**src/rtl/ifu_pkg.sv**
```systemverilog
// rtl/ifu_pkg.sv - shared state and fetch-source types for the IFU miss controller
package ifu_pkg;

    typedef enum logic [1:0] {
        IDLE,
        REQ,
        WAIT,
        FILL
    } t_miss_ctrl_state;

    typedef enum logic {
        SRC_MISS,
        SRC_PF
    } t_fetch_src;

endpackage

```
**src/rtl/ifu_miss_ctrl_if.sv**
```systemverilog
// rtl/ifu_miss_ctrl_if.sv - request, memory and fill signals of the IFU miss controller
interface ifu_miss_ctrl_if #(
    parameter int TAG_WIDTH  = 28,
    parameter int LINE_WIDTH = 128
);
    logic                  miss_reqValidIn;
    logic [TAG_WIDTH-1:0]  miss_reqTagIn;
    logic                  miss_reqReadyOut;
    logic                  pf_reqValidIn;
    logic [TAG_WIDTH-1:0]  pf_reqTagIn;
    logic                  pf_reqReadyOut;
    logic                  mem_reqValidOut;
    logic [TAG_WIDTH-1:0]  mem_reqTagOut;
    logic                  mem_reqReadyIn;
    logic                  mem_rspValidIn;
    logic [TAG_WIDTH-1:0]  mem_rspTagIn;
    logic [LINE_WIDTH-1:0] mem_rspInsLineIn;
    logic                  fill_validOut;
    logic [TAG_WIDTH-1:0]  fill_tagOut;
    logic [LINE_WIDTH-1:0] fill_lineOut;
    logic                  fill_isPfOut;
    logic                  timeoutErrOut;
    logic                  busyOut;

    // master is the controller's view; slave is the cache/memory environment
    modport master (
        input  miss_reqValidIn, miss_reqTagIn, pf_reqValidIn, pf_reqTagIn,
               mem_reqReadyIn, mem_rspValidIn, mem_rspTagIn, mem_rspInsLineIn,
        output miss_reqReadyOut, pf_reqReadyOut, mem_reqValidOut, mem_reqTagOut,
               fill_validOut, fill_tagOut, fill_lineOut, fill_isPfOut,
               timeoutErrOut, busyOut
    );

    modport slave (
        output miss_reqValidIn, miss_reqTagIn, pf_reqValidIn, pf_reqTagIn,
               mem_reqReadyIn, mem_rspValidIn, mem_rspTagIn, mem_rspInsLineIn,
        input  miss_reqReadyOut, pf_reqReadyOut, mem_reqValidOut, mem_reqTagOut,
               fill_validOut, fill_tagOut, fill_lineOut, fill_isPfOut,
               timeoutErrOut, busyOut
    );

endinterface

```
**src/rtl/ifu_miss_ctrl.sv**
```systemverilog
// rtl/ifu_miss_ctrl.sv - single-outstanding line fetch sequencer (prefetch path under IFU_PREFETCH_EN)
module ifu_miss_ctrl
    import ifu_pkg::*;
#(
    parameter int TAG_WIDTH  = 28,
    parameter int LINE_WIDTH = 128,
    parameter int MAX_WAIT   = 64
) (
    input logic             Clock,
    input logic             Rst,
    ifu_miss_ctrl_if.master bus
);

    localparam int                CNT_W    = $clog2(MAX_WAIT);
    localparam logic [CNT_W-1:0]  CNT_LAST = CNT_W'(MAX_WAIT - 1);

    t_miss_ctrl_state      state;
    t_fetch_src            src;
    logic [TAG_WIDTH-1:0]  tag_q;
    logic [CNT_W-1:0]      cnt;
    logic [TAG_WIDTH-1:0]  fill_tag_q;
    logic [LINE_WIDTH-1:0] fill_line_q;
    logic                  fill_ispf_q;
    logic                  timeout_q;

    logic pf_valid;
    logic pf_ready;
    logic promote;
    logic rsp_hit;
    logic fill_is_pf;

`ifdef IFU_PREFETCH_EN
    assign pf_valid = bus.pf_reqValidIn;
    assign pf_ready = !Rst && (state == IDLE) && !bus.miss_reqValidIn;
`else
    logic unused_pf;
    assign unused_pf = ^{bus.pf_reqValidIn, bus.pf_reqTagIn, fill_ispf_q};
    assign pf_valid  = 1'b0;
    assign pf_ready  = 1'b0;
`endif

    // A demand miss for the line already being prefetched rides on that fetch
    assign promote = !Rst && (state != IDLE) && (src == SRC_PF) &&
                     bus.miss_reqValidIn && (bus.miss_reqTagIn == tag_q);

    assign rsp_hit    = bus.mem_rspValidIn && (bus.mem_rspTagIn == tag_q);
    assign fill_is_pf = (src == SRC_PF) && !promote;

    assign bus.miss_reqReadyOut = !Rst && ((state == IDLE) || promote);
    assign bus.pf_reqReadyOut   = pf_ready;
    assign bus.mem_reqValidOut  = (state == REQ);
    assign bus.mem_reqTagOut    = tag_q;
    assign bus.fill_validOut    = (state == FILL);
    assign bus.fill_tagOut      = fill_tag_q;
    assign bus.fill_lineOut     = fill_line_q;
    assign bus.timeoutErrOut    = timeout_q;
    assign bus.busyOut          = (state != IDLE);

`ifdef IFU_PREFETCH_EN
    assign bus.fill_isPfOut = (state == FILL) ? fill_is_pf : fill_ispf_q;
`else
    assign bus.fill_isPfOut = 1'b0;
`endif

    always_ff @(posedge Clock) begin
        if (Rst) begin
            state       <= IDLE;
            src         <= SRC_MISS;
            tag_q       <= '0;
            cnt         <= '0;
            fill_tag_q  <= '0;
            fill_line_q <= '0;
            fill_ispf_q <= 1'b0;
            timeout_q   <= 1'b0;
        end else begin
            timeout_q <= 1'b0;
            if (promote) begin
                src <= SRC_MISS;
            end
            case (state)
                IDLE: begin
                    if (bus.miss_reqValidIn) begin
                        tag_q <= bus.miss_reqTagIn;
                        src   <= SRC_MISS;
                        state <= REQ;
                    end else if (pf_valid) begin
                        tag_q <= bus.pf_reqTagIn;
                        src   <= SRC_PF;
                        state <= REQ;
                    end
                end
                REQ: begin
                    if (bus.mem_reqReadyIn) begin
                        cnt   <= '0;
                        state <= WAIT;
                    end
                end
                WAIT: begin
                    // a matching response in the final wait cycle still wins over abort
                    if (rsp_hit) begin
                        fill_tag_q  <= tag_q;
                        fill_line_q <= bus.mem_rspInsLineIn;
                        state       <= FILL;
                    end else if (cnt == CNT_LAST) begin
                        timeout_q <= 1'b1;
                        state     <= IDLE;
                    end else begin
                        cnt <= cnt + 1'b1;
                    end
                end
                FILL: begin
                    fill_ispf_q <= fill_is_pf;
                    state       <= IDLE;
                end
                default: state <= IDLE;
            endcase
        end
    end

endmodule
```
**src/flat_wrapper.sv**
```systemverilog
// flat-port wrapper written by rule: the top's interface ports become plain ports
module ifu_miss_ctrl_flat import ifu_pkg::*;
#(
    parameter int TAG_WIDTH  = 28,
    parameter int LINE_WIDTH = 128,
    parameter int MAX_WAIT   = 64
)
  (Clock, Rst, bus_miss_reqValidIn, bus_miss_reqTagIn, bus_pf_reqValidIn, bus_pf_reqTagIn, bus_mem_reqReadyIn, bus_mem_rspValidIn, bus_mem_rspTagIn, bus_mem_rspInsLineIn, bus_miss_reqReadyOut, bus_pf_reqReadyOut, bus_mem_reqValidOut, bus_mem_reqTagOut, bus_fill_validOut, bus_fill_tagOut, bus_fill_lineOut, bus_fill_isPfOut, bus_timeoutErrOut, bus_busyOut);
  ifu_miss_ctrl_if #(.TAG_WIDTH(TAG_WIDTH), .LINE_WIDTH(LINE_WIDTH)) bus_i ();
  input logic Clock;
  input logic Rst;
  input wire logic [$bits(bus_i.miss_reqValidIn)-1:0] bus_miss_reqValidIn;
  input wire logic [$bits(bus_i.miss_reqTagIn)-1:0] bus_miss_reqTagIn;
  input wire logic [$bits(bus_i.pf_reqValidIn)-1:0] bus_pf_reqValidIn;
  input wire logic [$bits(bus_i.pf_reqTagIn)-1:0] bus_pf_reqTagIn;
  input wire logic [$bits(bus_i.mem_reqReadyIn)-1:0] bus_mem_reqReadyIn;
  input wire logic [$bits(bus_i.mem_rspValidIn)-1:0] bus_mem_rspValidIn;
  input wire logic [$bits(bus_i.mem_rspTagIn)-1:0] bus_mem_rspTagIn;
  input wire logic [$bits(bus_i.mem_rspInsLineIn)-1:0] bus_mem_rspInsLineIn;
  output wire logic [$bits(bus_i.miss_reqReadyOut)-1:0] bus_miss_reqReadyOut;
  output wire logic [$bits(bus_i.pf_reqReadyOut)-1:0] bus_pf_reqReadyOut;
  output wire logic [$bits(bus_i.mem_reqValidOut)-1:0] bus_mem_reqValidOut;
  output wire logic [$bits(bus_i.mem_reqTagOut)-1:0] bus_mem_reqTagOut;
  output wire logic [$bits(bus_i.fill_validOut)-1:0] bus_fill_validOut;
  output wire logic [$bits(bus_i.fill_tagOut)-1:0] bus_fill_tagOut;
  output wire logic [$bits(bus_i.fill_lineOut)-1:0] bus_fill_lineOut;
  output wire logic [$bits(bus_i.fill_isPfOut)-1:0] bus_fill_isPfOut;
  output wire logic [$bits(bus_i.timeoutErrOut)-1:0] bus_timeoutErrOut;
  output wire logic [$bits(bus_i.busyOut)-1:0] bus_busyOut;
  assign bus_i.miss_reqValidIn = bus_miss_reqValidIn;
  assign bus_i.miss_reqTagIn = bus_miss_reqTagIn;
  assign bus_i.pf_reqValidIn = bus_pf_reqValidIn;
  assign bus_i.pf_reqTagIn = bus_pf_reqTagIn;
  assign bus_i.mem_reqReadyIn = bus_mem_reqReadyIn;
  assign bus_i.mem_rspValidIn = bus_mem_rspValidIn;
  assign bus_i.mem_rspTagIn = bus_mem_rspTagIn;
  assign bus_i.mem_rspInsLineIn = bus_mem_rspInsLineIn;
  assign bus_miss_reqReadyOut = bus_i.miss_reqReadyOut;
  assign bus_pf_reqReadyOut = bus_i.pf_reqReadyOut;
  assign bus_mem_reqValidOut = bus_i.mem_reqValidOut;
  assign bus_mem_reqTagOut = bus_i.mem_reqTagOut;
  assign bus_fill_validOut = bus_i.fill_validOut;
  assign bus_fill_tagOut = bus_i.fill_tagOut;
  assign bus_fill_lineOut = bus_i.fill_lineOut;
  assign bus_fill_isPfOut = bus_i.fill_isPfOut;
  assign bus_timeoutErrOut = bus_i.timeoutErrOut;
  assign bus_busyOut = bus_i.busyOut;
  ifu_miss_ctrl #(.TAG_WIDTH(TAG_WIDTH), .LINE_WIDTH(LINE_WIDTH), .MAX_WAIT(MAX_WAIT)) u_core (.Clock(Clock), .Rst(Rst), .bus(bus_i));
endmodule
```
**config.mk**
```make
export PLATFORM = sky130hd
export DESIGN_NAME = ifu_miss_ctrl_flat
export DESIGN_NICKNAME = d
export VERILOG_FILES = /design/src/rtl/ifu_pkg.sv /design/src/rtl/ifu_miss_ctrl_if.sv /design/src/rtl/ifu_miss_ctrl.sv /design/src/flat_wrapper.sv
export SDC_FILE = /design/constraint.sdc
export NUM_CORES = 1
export LEC_CHECK = 0
export CAP_MARGIN = 20
export CORE_AREA = 3 3 160 162
export DETAILED_ROUTE_END_ITERATION = 7
export DIE_AREA = 0 0 163 165
export GPL_TIMING_DRIVEN = 0
export HOLD_SLACK_MARGIN = 0.08
export PLACE_DENSITY = 0.77
export SLEW_MARGIN = 20
export SYNTH_ARGS = -nofsm -noshare
export SYNTH_HDL_FRONTEND = slang
export SYNTH_SLANG_ARGS = --single-unit
```
**constraint.sdc**
```tcl
create_clock -name Clock -period 4.3 [get_ports Clock]
set_input_delay 0.43 -clock Clock [delete_from_list [all_inputs] [get_ports Clock]]
set_output_delay 0.43 -clock Clock [all_outputs]
set_load 0.05 [all_outputs]
```
==> metrics, run 1 <==
status=finished clean; Pwr Total=3.821 mW; Initial Util=0.3122; placed insts=1472; Storage cell area=3884 sq um; crit path from=bus_miss_reqTagIn[11]; antenna viol nets, final=0; Root Buffer=clkbuf_16; Sink Count=194; first-pass GRT wire length=39010 um; setup TNS=0 ns; min-delay src=u_core.bus.fill_lineOut[75]; Distinct cells, synth=35; Seq/Total Area, Yosys=0.5131; cell count after synthesis=771; Switch Pwr=1.010 mW; leakage power=4.272 nW; # diodes=0; Chip Height=165 um; mapped cell area=7570 sq um; Slew HR=0.5502; final hold vios=0; final core utilization=0.5070; H-tree levels=4; drt pass-1 iters=7; R2R depth=8; # rows=57; min-delay worst type=reg2reg; Nets=1386; CP Data Required Time=3.87 ns; Die X=163 um; Post-synth EDFFs=0; combinational share of power=0.119; dpl cell area=11740 sq um; post-route cell area=12290 sq um; FF-to-FF End=u_core.bus.fill_lineOut[72]; gr usage total=0.1858; clock-pin slew on the worst setup and hold paths=0.07 ns; vias per cell=4.558; Critical R2R Launch=u_core.bus.mem_reqTagOut[25]; GRT overflow=0; I/O Pins=409; drt wl/cell=17.22 um; clock buffer depth=2; detailed-route via count=6850; worst-skew pair later-pin latency=0.42 ns; FF-to-FF setup slack=1.18 ns; layout cell share with drive strength beyond 1=0.04580; leading area contributor after synthesis=dfxtp_1; Post-CTS Hold Fix Bufs=0; area of the multi-input gates=3430 sq um; Synth top area share=0.5131; Pwr Density=310.8 nW/um^2; Clock power frac=0.396; Layout fillers=2250; number of remaining DRC errors=0; CTS tree=built; largest net degree at the start of global routing=19; crit share post-route=0.7743; startpoint types=primary input; Detailed Place HPWL=20560 um; top-count cell post-synth=dfxtp_1; core area=24250 sq um; RSZ-0062 raised after global routing=no; synth top area cells=dfxtp_1 51%, mux2i_1 21%, nor2_1 8.0%; sw frac=0.2643; worst path arrival time=2.90 ns; PostCTS Resize Cnt=0; vias in the first global route=6945; Ys Warns=0; clock buffer count from CTS=17; crit-path max FO=2; # setup viols final=0; list of most frequent post-synthesis cells=194 x dfxtp_1, 162 x nor2_1, 157 x mux2i_1; Finished Layout Cells=1503; Tmin final=3.330 ns; FF+latch count, synth=194; die footprint=26900 sq um; Async S/R FF share, synth=0; Max Cap Viol=0; antenna violations before repair=1; drt total wl=25890 um; fmax=300.3 MHz; Setup Crit Path Kind=in2out; internal power=2.811 mW; Port Buffers=376; Initial DRC Count=300; Syn Area/Cell=9.818 sq um; Final Max Slew Viols=0; area growth from synthesis to layout=62.41%; Hold EP=u_core.bus.fill_lineOut[75]; postcts setup bufs=0; Peak VDD IR=218.9 uV; worst slew pin tran=0.6747 ns; Top FF cell, synth=dfxtp_1; clock skew=0.01206 ns; crit end category=primary output; WHS Path Cells=2; routability congestion estimate=0.7995; Reg power frac=0.484
==> final cells by class <==
| cell class | instances | area share |
|---|---|---|
| Buffer | 47 | 0.01995 |
| Inverter | 4 | 0.001221 |
| Clock inverter | 14 | 0.01028 |
| Sequential cell | 194 | 0.3159 |
| Clock buffer | 17 | 0.03460 |
| Timing Repair Buffer | 376 | 0.3061 |
| Tap cell | 324 | 0.03297 |
| Multi-Input combinational cell | 527 | 0.2790 |
==> kinds of logic (layout without fill, tap and decap cells) <==
| group | after synthesis | after routing | share of synthesized area |
|---|---|---|---|
| AO/OA/AOI/OAI | 43 | 43 | 0.03207 |
| other | 1 | 2 | 0.0004954 |
| AND/OR/NAND/NOR | 268 | 268 | 0.1460 |
| multiplexers | 157 | 157 | 0.2076 |
| adder cells (fa/ha/maj) | 1 | 1 | 0.001653 |
| XOR/XNOR | 56 | 56 | 0.06479 |
| buffers and inverters | 51 | 458 | 0.03438 |
| flip-flops | 194 | 194 | 0.5131 |
==> critical path, cell delays in order <==
cell and delay [ns]:
clkdlybuf4s50_1 0.44, xor2_1 0.16, nor4_1 0.46, nand2_1 0.10
nor3_1 0.14, nand4_1 0.14, a21oi_1 0.17, clkdlybuf4s50_1 0.84
==> placed cells by master, fill, tap and decap left out, drive strengths merged, types with 4 or more instances in the layout <==
cell and n:
nor2 162, nor4 9, buf 20, a21oi 30
mux2i 157, nor3 4, clkinv 8, clkdlybuf4s50 376
inv 9, or4 4, nand2 67, dfxtp 194
clkbuf 44, nand4 7, xnor2 22, xor2 34
==> power by group through the flow <==
stage               clock (mW)  combinational (mW)  sequential [mW]
floorplan                    0               0.131             1.94
global placement             0               0.454             1.89
detailed placement           0               0.457             1.89
CTS                       1.56               0.460             1.85
global route              1.64               0.487             1.85
finish                    1.51               0.456             1.85
==> metal layers <==
layer / global-route usage / wire [um] / part of all wire
met3: 0.06847 / 2399 / 0.093
met2: 0.3194 / 12590 / 0.49
met1: 0.2182 / 10480 / 0.40
met5: 0 / 13 / 0.00050
met4: 0.05152 / 398 / 0.015
==> how the worst max path moves through the flow <==
stage,to,slack [ns],cells after the start
floorplan,bus_miss_reqReadyOut,1.67,6
global placement,u_core.bus.fill_lineOut[72],0.75,9
detailed placement,u_core.bus.fill_lineOut[72],0.69,9
CTS,bus_miss_reqReadyOut,0.88,8
global route,bus_miss_reqReadyOut,0.69,8
finish,bus_miss_reqReadyOut,0.97,8
==> through the flow <==
stage	hold slack, ns	worst slack [ns]
4_1_cts	0.4702	0.8848
2_1_floorplan	0.4677	1.672
3_3_place_gp	0.4709	0.7462
5_1_grt	0.5229	0.6852
6_report	0.4909	0.9704
3_5_place_dp	0.4798	0.6924
==> registers in the layout, indices dropped and copies added, names as in the netlist <==
signal and count:
u_core.cnt 6, u_core.bus.timeoutErrOut 1, u_core.bus.fill_tagOut 28, u_core.bus.fill_lineOut 128
u_core.state 2, u_core.bus.mem_reqTagOut 28, u_core.src 1
No activity file was read; power rests on OpenSTA's default activity.
==> run 2: changes to the inputs <==
--- a/config.mk
+++ b/config.mk
@@ -6,12 +6,13 @@
 export NUM_CORES = 1
 export LEC_CHECK = 0
 export CAP_MARGIN = 20
-export CORE_AREA = 3 3 160 162
+export CORE_ASPECT_RATIO = 0.6
+export CORE_MARGIN = 3
+export CORE_UTILIZATION = 35
 export DETAILED_ROUTE_END_ITERATION = 7
-export DIE_AREA = 0 0 163 165
 export GPL_TIMING_DRIVEN = 0
 export HOLD_SLACK_MARGIN = 0.08
-export PLACE_DENSITY = 0.77
+export PLACE_DENSITY = 0.87
 export SLEW_MARGIN = 20
 export SYNTH_ARGS = -nofsm -noshare
 export SYNTH_HDL_FRONTEND = slang
==> constraint.sdc (replaced) <==
create_clock -name Clock -period 2.84 [get_ports Clock]
set_input_delay 0.284 -clock Clock [delete_from_list [all_inputs] [get_ports Clock]]
set_output_delay 0.284 -clock Clock [all_outputs]
set_load 0.05 [all_outputs]
==> run 2 against run 1 <==
Compared with the run above:
- clock-buffer cell count increased by 1
- core utilization increased by 8.8 points
- power increased by 52%
- wire length increased by 1.4%
- sequential power increased by 51%
- clock skew increased by 0.0062 ns
- critical path type is now reg2reg
- setup slack got worse by 0.86 ns
- sequential share of layout area increased by 0.085 points
- cell area decreased by 0.17%
- global-route usage increased by 2.9 points
- combinational power increased by 53%
- non-clock buffer count increased by 2
==> metrics, run 2 (synthesis gave the netlist of run 1 again) <==
status=finished clean; commonest cells after routing, fill and taps aside=375 x clkdlybuf4s50_1, 191 x dfxtp_1, 162 x nor2_1; Crit path buffers/inverters=2 (unchanged); clock-pin slew on the worst setup and hold paths=0.08 ns (about the same); worst path arrival time=3.01 ns (+0.11 ns); largest net degree at the start of global routing=19 (unchanged); Slew HR=0.5597 (+0.009487); max FFs per register=128 (unchanged); worst-skew pair later-pin latency=0.43 ns (about the same); fmax=366.5 MHz; Layout fillers=1711 (-24%); crit-path max FO=10 (+8); Final Max Slew Viols=0 (unchanged); area growth from synthesis to layout=62.13%; slowest cell delay on critical path=0.68 ns (-0.16 ns); drt pass-1 iters=4 (-3); dpl ws=-0.5601 ns (-1.252 ns); layout cell share with drive strength beyond 1=0.05245 (+0.006652); CTS tree=built; crit path cell chain=xnor2_1 -> nand4_1 -> or4_1 -> nor3_4 -> buf_6 -> buf_4 -> mux2i_1 -> nor2_1; I/O Pins=409 (unchanged); final worst setup slack=0.1113 ns (-0.8590 ns); Pwr Total=5.818 mW (+52%); GRT overflow=0 (unchanged); routability congestion estimate=0.8956 (+12%); clock skew=0.01824 ns (+0.006183 ns); Chip Height=119.9 um (-27%); crit share post-route=0.9608; first-pass GRT wire length=39610 um (+1.5%); vias per cell=4.804 (+5.4%); Sink Count=194 (unchanged); drt total wl=26240 um (+1.4%); Detailed Place HPWL=20600 um (+0.20%); clock buffer depth=2 (unchanged); Initial DRC Count=305 (+1.7%); core area=20620 sq um (-15%); die footprint=23490 sq um (-13%); crit end category=flop; # diodes=0 (unchanged); # rows=40 (-30%); vias in the first global route=7024 (+1.1%); Setup Crit Path Kind=reg2reg; antenna viol nets, final=0 (unchanged); final hold vios=0 (unchanged); worst slew pin tran=0.6546 ns (-0.02010 ns); CP Data Required Time=3.13 ns (-0.74 ns); delay-heaviest family, CP=simple AND/OR/NAND/NOR gates; Root Buffer=clkbuf_16; Tmin final=2.729 ns; Initial Util=0.3671 (+0.05493); min-delay worst type=in2reg; crit path max-delay cell type=or4_1; Post-CTS Hold Fix Bufs=0 (unchanged); most common cell after layout, fill and taps aside=clkdlybuf4s50_1; detailed-route via count=6990 (+2.0%); gr usage total=0.2145 (+0.02877); Nets=1388 (+0.14%); antenna violations before repair=0 (-1); drt wl/cell=18.04 um (+4.7%); leakage power=4.300 nW (+0.65%); clock buffer count from CTS=17 (unchanged); startpoint types=flop; Pwr Density=474.1 nW/um^2 (+53%); Port Buffers=376 (unchanged); # setup viols final=0 (unchanged); number of remaining DRC errors=0 (unchanged); Fin Hold WS=0.3022 ns (-0.1886 ns); Peak VDD IR=368.8 uV (+68%); Max Cap Viol=0 (unchanged); H-tree levels=4 (unchanged); RSZ-0062 raised after global routing=no; Die X=195.9 um (+20%)
==> run 2: cell count changes in the layout (fill, tap and decap cells not counted), sizes merged <==
cell           previous run  this run
buf                      20        22
clkbuf                   44        46
clkdlybuf4s50           376       375
clkinv                    8         5
clkinvlp                  1         3
inv                       9        10
==> run 2: tightest hold or removal path, cell delays in order <==
cell and delay [ns]:
clkbuf_1 0.20, nor2b_1 0.10, o211a_1 0.10
==> run 2: final timing paths <==
kind | start | end | slack [ns] | cells after the start
setup / recovery | u_core.bus.mem_reqTagOut[7] | u_core.bus.fill_lineOut[60] | 0.11 | 8
hold / removal | Rst | u_core.src | 0.30 | 3
setup reg to reg | u_core.bus.mem_reqTagOut[7] | u_core.bus.fill_lineOut[60] | 0.11 | 8
hold reg to reg | u_core.bus.fill_lineOut[123] | u_core.bus.fill_lineOut[123] | 0.49 | 2
==> run 2: report_power, final <==
part	switching, mW	total [mW]	leakage [nW]	internal (mW)
Clock	1.14	2.32	0.269	1.18
Sequential	0.0578	2.80	1.57	2.75
Combinational	0.338	0.697	2.46	0.359
Total	1.54	5.82	4.30	4.28
==> run 2: repair_timing <==
action,CTS,global route
endpoints found under the setup margin,120,127
endpoints found under the hold margin,0,0
setup buffers,2,0
pin swaps,1,1
resized for setup,3,7
==> run 2: metal layers <==
| metal | track usage | wire (um) | vias to the layer above | part of all wire |
|---|---|---|---|---|
| met4 | 0.04539 | 267 | 0 | 0.010 |
| met5 | 0 | 0 | - | 0 |
| met3 | 0.07969 | 2587 | 23 | 0.099 |
| met1 | 0.2794 | 11160 | 3293 | 0.43 |
| met2 | 0.3422 | 12220 | 309 | 0.47 |
| li1 | - | - | 3365 | - |
==> run 2: per-stage QoR <==
stage                     TNS, ns  instances  area [sq um]    util
final                           0       1455         12270  0.5952
after global routing            0       1455         12270  0.5952
after CTS                       0       1455         12260  0.5947
after detailed placement   -63.82       1421         11680  0.5664
after global placement     -49.25       1421         11680  0.5664
after floorplan                 0        772          7574       -
==> run 2: area by class of cell <==
type | count | area [sq um] | share of cell area
flip-flops and latches | 194 | 3887 | 0.3168
plain buffers | 47 | 251.5 | 0.02049
inverters | 4 | 15.01 | 0.001223
clock buffers | 18 | 439.2 | 0.03578
clock inverters | 14 | 122.6 | 0.009991
well taps | 273 | 341.6 | 0.02783
repair buffers | 378 | 3774 | 0.3075
multi-input cells | 527 | 3442 | 0.2805
==> run 3: changes to the inputs <==
--- a/config.mk
+++ b/config.mk
@@ -6,9 +6,11 @@
 export NUM_CORES = 1
 export LEC_CHECK = 0
 export CAP_MARGIN = 20
+export CELL_PAD_IN_SITES_DETAIL_PLACEMENT = 0
+export CELL_PAD_IN_SITES_GLOBAL_PLACEMENT = 1
 export CORE_ASPECT_RATIO = 0.6
 export CORE_MARGIN = 3
-export CORE_UTILIZATION = 35
+export CORE_UTILIZATION = 25
 export DETAILED_ROUTE_END_ITERATION = 7
 export GPL_TIMING_DRIVEN = 0
 export HOLD_SLACK_MARGIN = 0.08
==> run 3 against run 2 <==
Compared with the run above:
- sequential power hardly changed
- power rose by 3.4%
- via count decreased by 2.5%
- combinational power up 3%
- die area increased by 38%
- sequential cell count unchanged
- highest routed layer unchanged
- core utilization shrank 17 points
==> metrics, run 3 (synthesis gave the netlist of run 1 again) <==
setup TNS=0 ns (unchanged); R2R depth=9 (+1); commonest cells after routing, fill and taps aside=375 x clkdlybuf4s50_1, 188 x dfxtp_1, 162 x nor2_1; Detailed Place HPWL=21760 um (+5.6%); CTS tree=built; largest net degree at the start of global routing=18 (-1); Peak VDD IR=325.2 uV (-12%); detailed-route via count=6816 (-2.5%); startpoint types=flop; status=finished clean; placed insts=1548 (+8.9%); Hold EP=u_core.src; Tmin final=2.726 ns (-0.002930 ns); Finished Layout Cells=1580 (+8.6%); clock buffer count from CTS=17 (unchanged); Fin Hold WS=0.2506 ns (-0.05164 ns); Initial Util=0.2588 (-0.1083); number of remaining DRC errors=0 (unchanged); Final Max Slew Viols=0 (unchanged); # setup viols final=0 (unchanged); min-delay src=Rst; delay-heaviest family, CP=simple AND/OR/NAND/NOR gates; Initial DRC Count=314 (+3.0%); area growth from synthesis to layout=65.52%; Nets=1387 (-0.072%); fmax=366.9 MHz (+0.11%); antenna violations before repair=0 (unchanged); die footprint=32470 sq um (+38%); Port Buffers=376 (unchanged); vias in the first global route=6901 (-1.8%); vias per cell=4.314 (-10%); first-pass GRT wire length=41170 um (+4.0%); crit path cell chain=xor2_1 -> nor4_1 -> nand2_1 -> nor3_1 -> nand4_1 -> a21oi_1 -> buf_4; H-tree levels=4 (unchanged); crit path max-delay cell type=nor4_1; Pwr Density=480.4 nW/um^2 (+1.3%); Max Cap Viol=0 (unchanged); FF-to-FF setup slack=0.20 ns (+0.09 ns); # diodes=0 (unchanged); dpl ws=-0.7950 ns (-0.2349 ns); Layout fillers=2877 (+68%); clock skew=0.01054 ns (-0.007697 ns); final worst setup slack=0.1143 ns (+0.002930 ns); RSZ-0062 raised after global routing=no; I/O Pins=409 (unchanged); Critical R2R Launch=u_core.bus.mem_reqTagOut[7]; most common cell after layout, fill and taps aside=clkdlybuf4s50_1; # rows=48 (+20%); clock buffer depth=2 (unchanged); Die X=230.6 um (+18%); CP Data Required Time=2.56 ns (-0.57 ns); WHS Path Cells=3 (unchanged); worst path arrival time=2.44 ns (-0.57 ns); routability congestion estimate=0.8331 (-7.0%); slowest cell delay on critical path=0.46 ns (-0.22 ns); Storage cell area=3891 sq um (about the same); drt total wl=27460 um (+4.6%); Slew HR=0.5394 (-0.02024); Sink Count=194 (unchanged); FF-to-FF End=u_core.bus.fill_lineOut[71]; crit-path max FO=5 (-5); gr usage total=0.1659 (-0.04864); drt wl/cell=17.38 um (-3.6%); final hold vios=0 (unchanged); core area=29250 sq um (+42%); worst slew pin tran=0.6908 ns (+0.03624 ns); final core utilization=0.4284 (-0.1668); crit share post-route=0.9598 (-0.001032); area of the multi-input gates=3486 sq um (+1.3%); clock-pin slew on the worst setup and hold paths=0.08 ns (about the same); Setup Crit Path Kind=reg2out; drt pass-1 iters=5 (+1); min-delay worst type=in2reg; leakage power=4.323 nW (+0.53%); crit end category=primary output; post-route cell area=12530 sq um (+2.1%); Post-CTS Hold Fix Bufs=0 (unchanged); GRT overflow=0 (unchanged); Root Buffer=clkbuf_16; dpl cell area=11840 sq um (+1.4%); worst-skew pair later-pin latency=0.44 ns (about the same); Pwr Total=6.019 mW (+3.4%); Chip Height=140.8 um (+17%); layout cell share with drive strength beyond 1=0.05678 (+0.004326); Crit path buffers/inverters=1 (-1); max FFs per register=128 (unchanged); antenna viol nets, final=0 (unchanged)
## run 3: repair_timing
| action | CTS | global route |
|---|---|---|
| resized for setup | 10 | 13 |
| setup buffers | 1 | 0 |
| pin swaps | 1 | 1 |
| endpoints found under the setup margin | 152 | 123 |
## run 3: worst max-delay path by stage
stage / from / to / slack (ns) / cells after the start
after floorplan: u_core.bus.mem_reqTagOut[15] / u_core.bus.fill_lineOut[17] / 0.28 / 8
after global placement: bus_mem_rspTagIn[20] / u_core.bus.fill_lineOut[47] / -0.79 / 9
after detailed placement: bus_mem_rspTagIn[20] / u_core.bus.fill_lineOut[55] / -0.80 / 9
after CTS: u_core.bus.mem_reqTagOut[22] / u_core.bus.fill_lineOut[55] / 0.03 / 9
after global routing: u_core.bus.mem_reqTagOut[27] / bus_miss_reqReadyOut / 0.01 / 7
final: u_core.bus.mem_reqTagOut[27] / bus_miss_reqReadyOut / 0.11 / 7
## run 3: layout make-up
type	count	share of cell area
timing repair buffer	377	0.3018
tap	400	0.03994
clock buffer	19	0.03615
sequential	194	0.3106
multi-input combinational	527	0.2782
clock inverter	12	0.01178
buffer	47	0.02037
inverter	4	0.001198
## run 3: worst min-delay path, stage by stage
cell      delay (ns)
clkbuf_1        0.17
nor2b_1         0.09
o211a_1         0.10
## run 3: layer usage
metal | part of all wire | track usage
met5 | 0 | 0
met4 | 0.0093 | 0.03909
met3 | 0.10 | 0.07492
met2 | 0.44 | 0.2595
met1 | 0.45 | 0.2100
## run 3: report_power, final
part | total (mW) | internal [mW] | switching (mW)
combinational | 0.717 | 0.364 | 0.354
clock | 2.50 | 1.36 | 1.14
sequential | 2.80 | 2.75 | 0.0560
total | 6.02 | 4.47 | 1.55
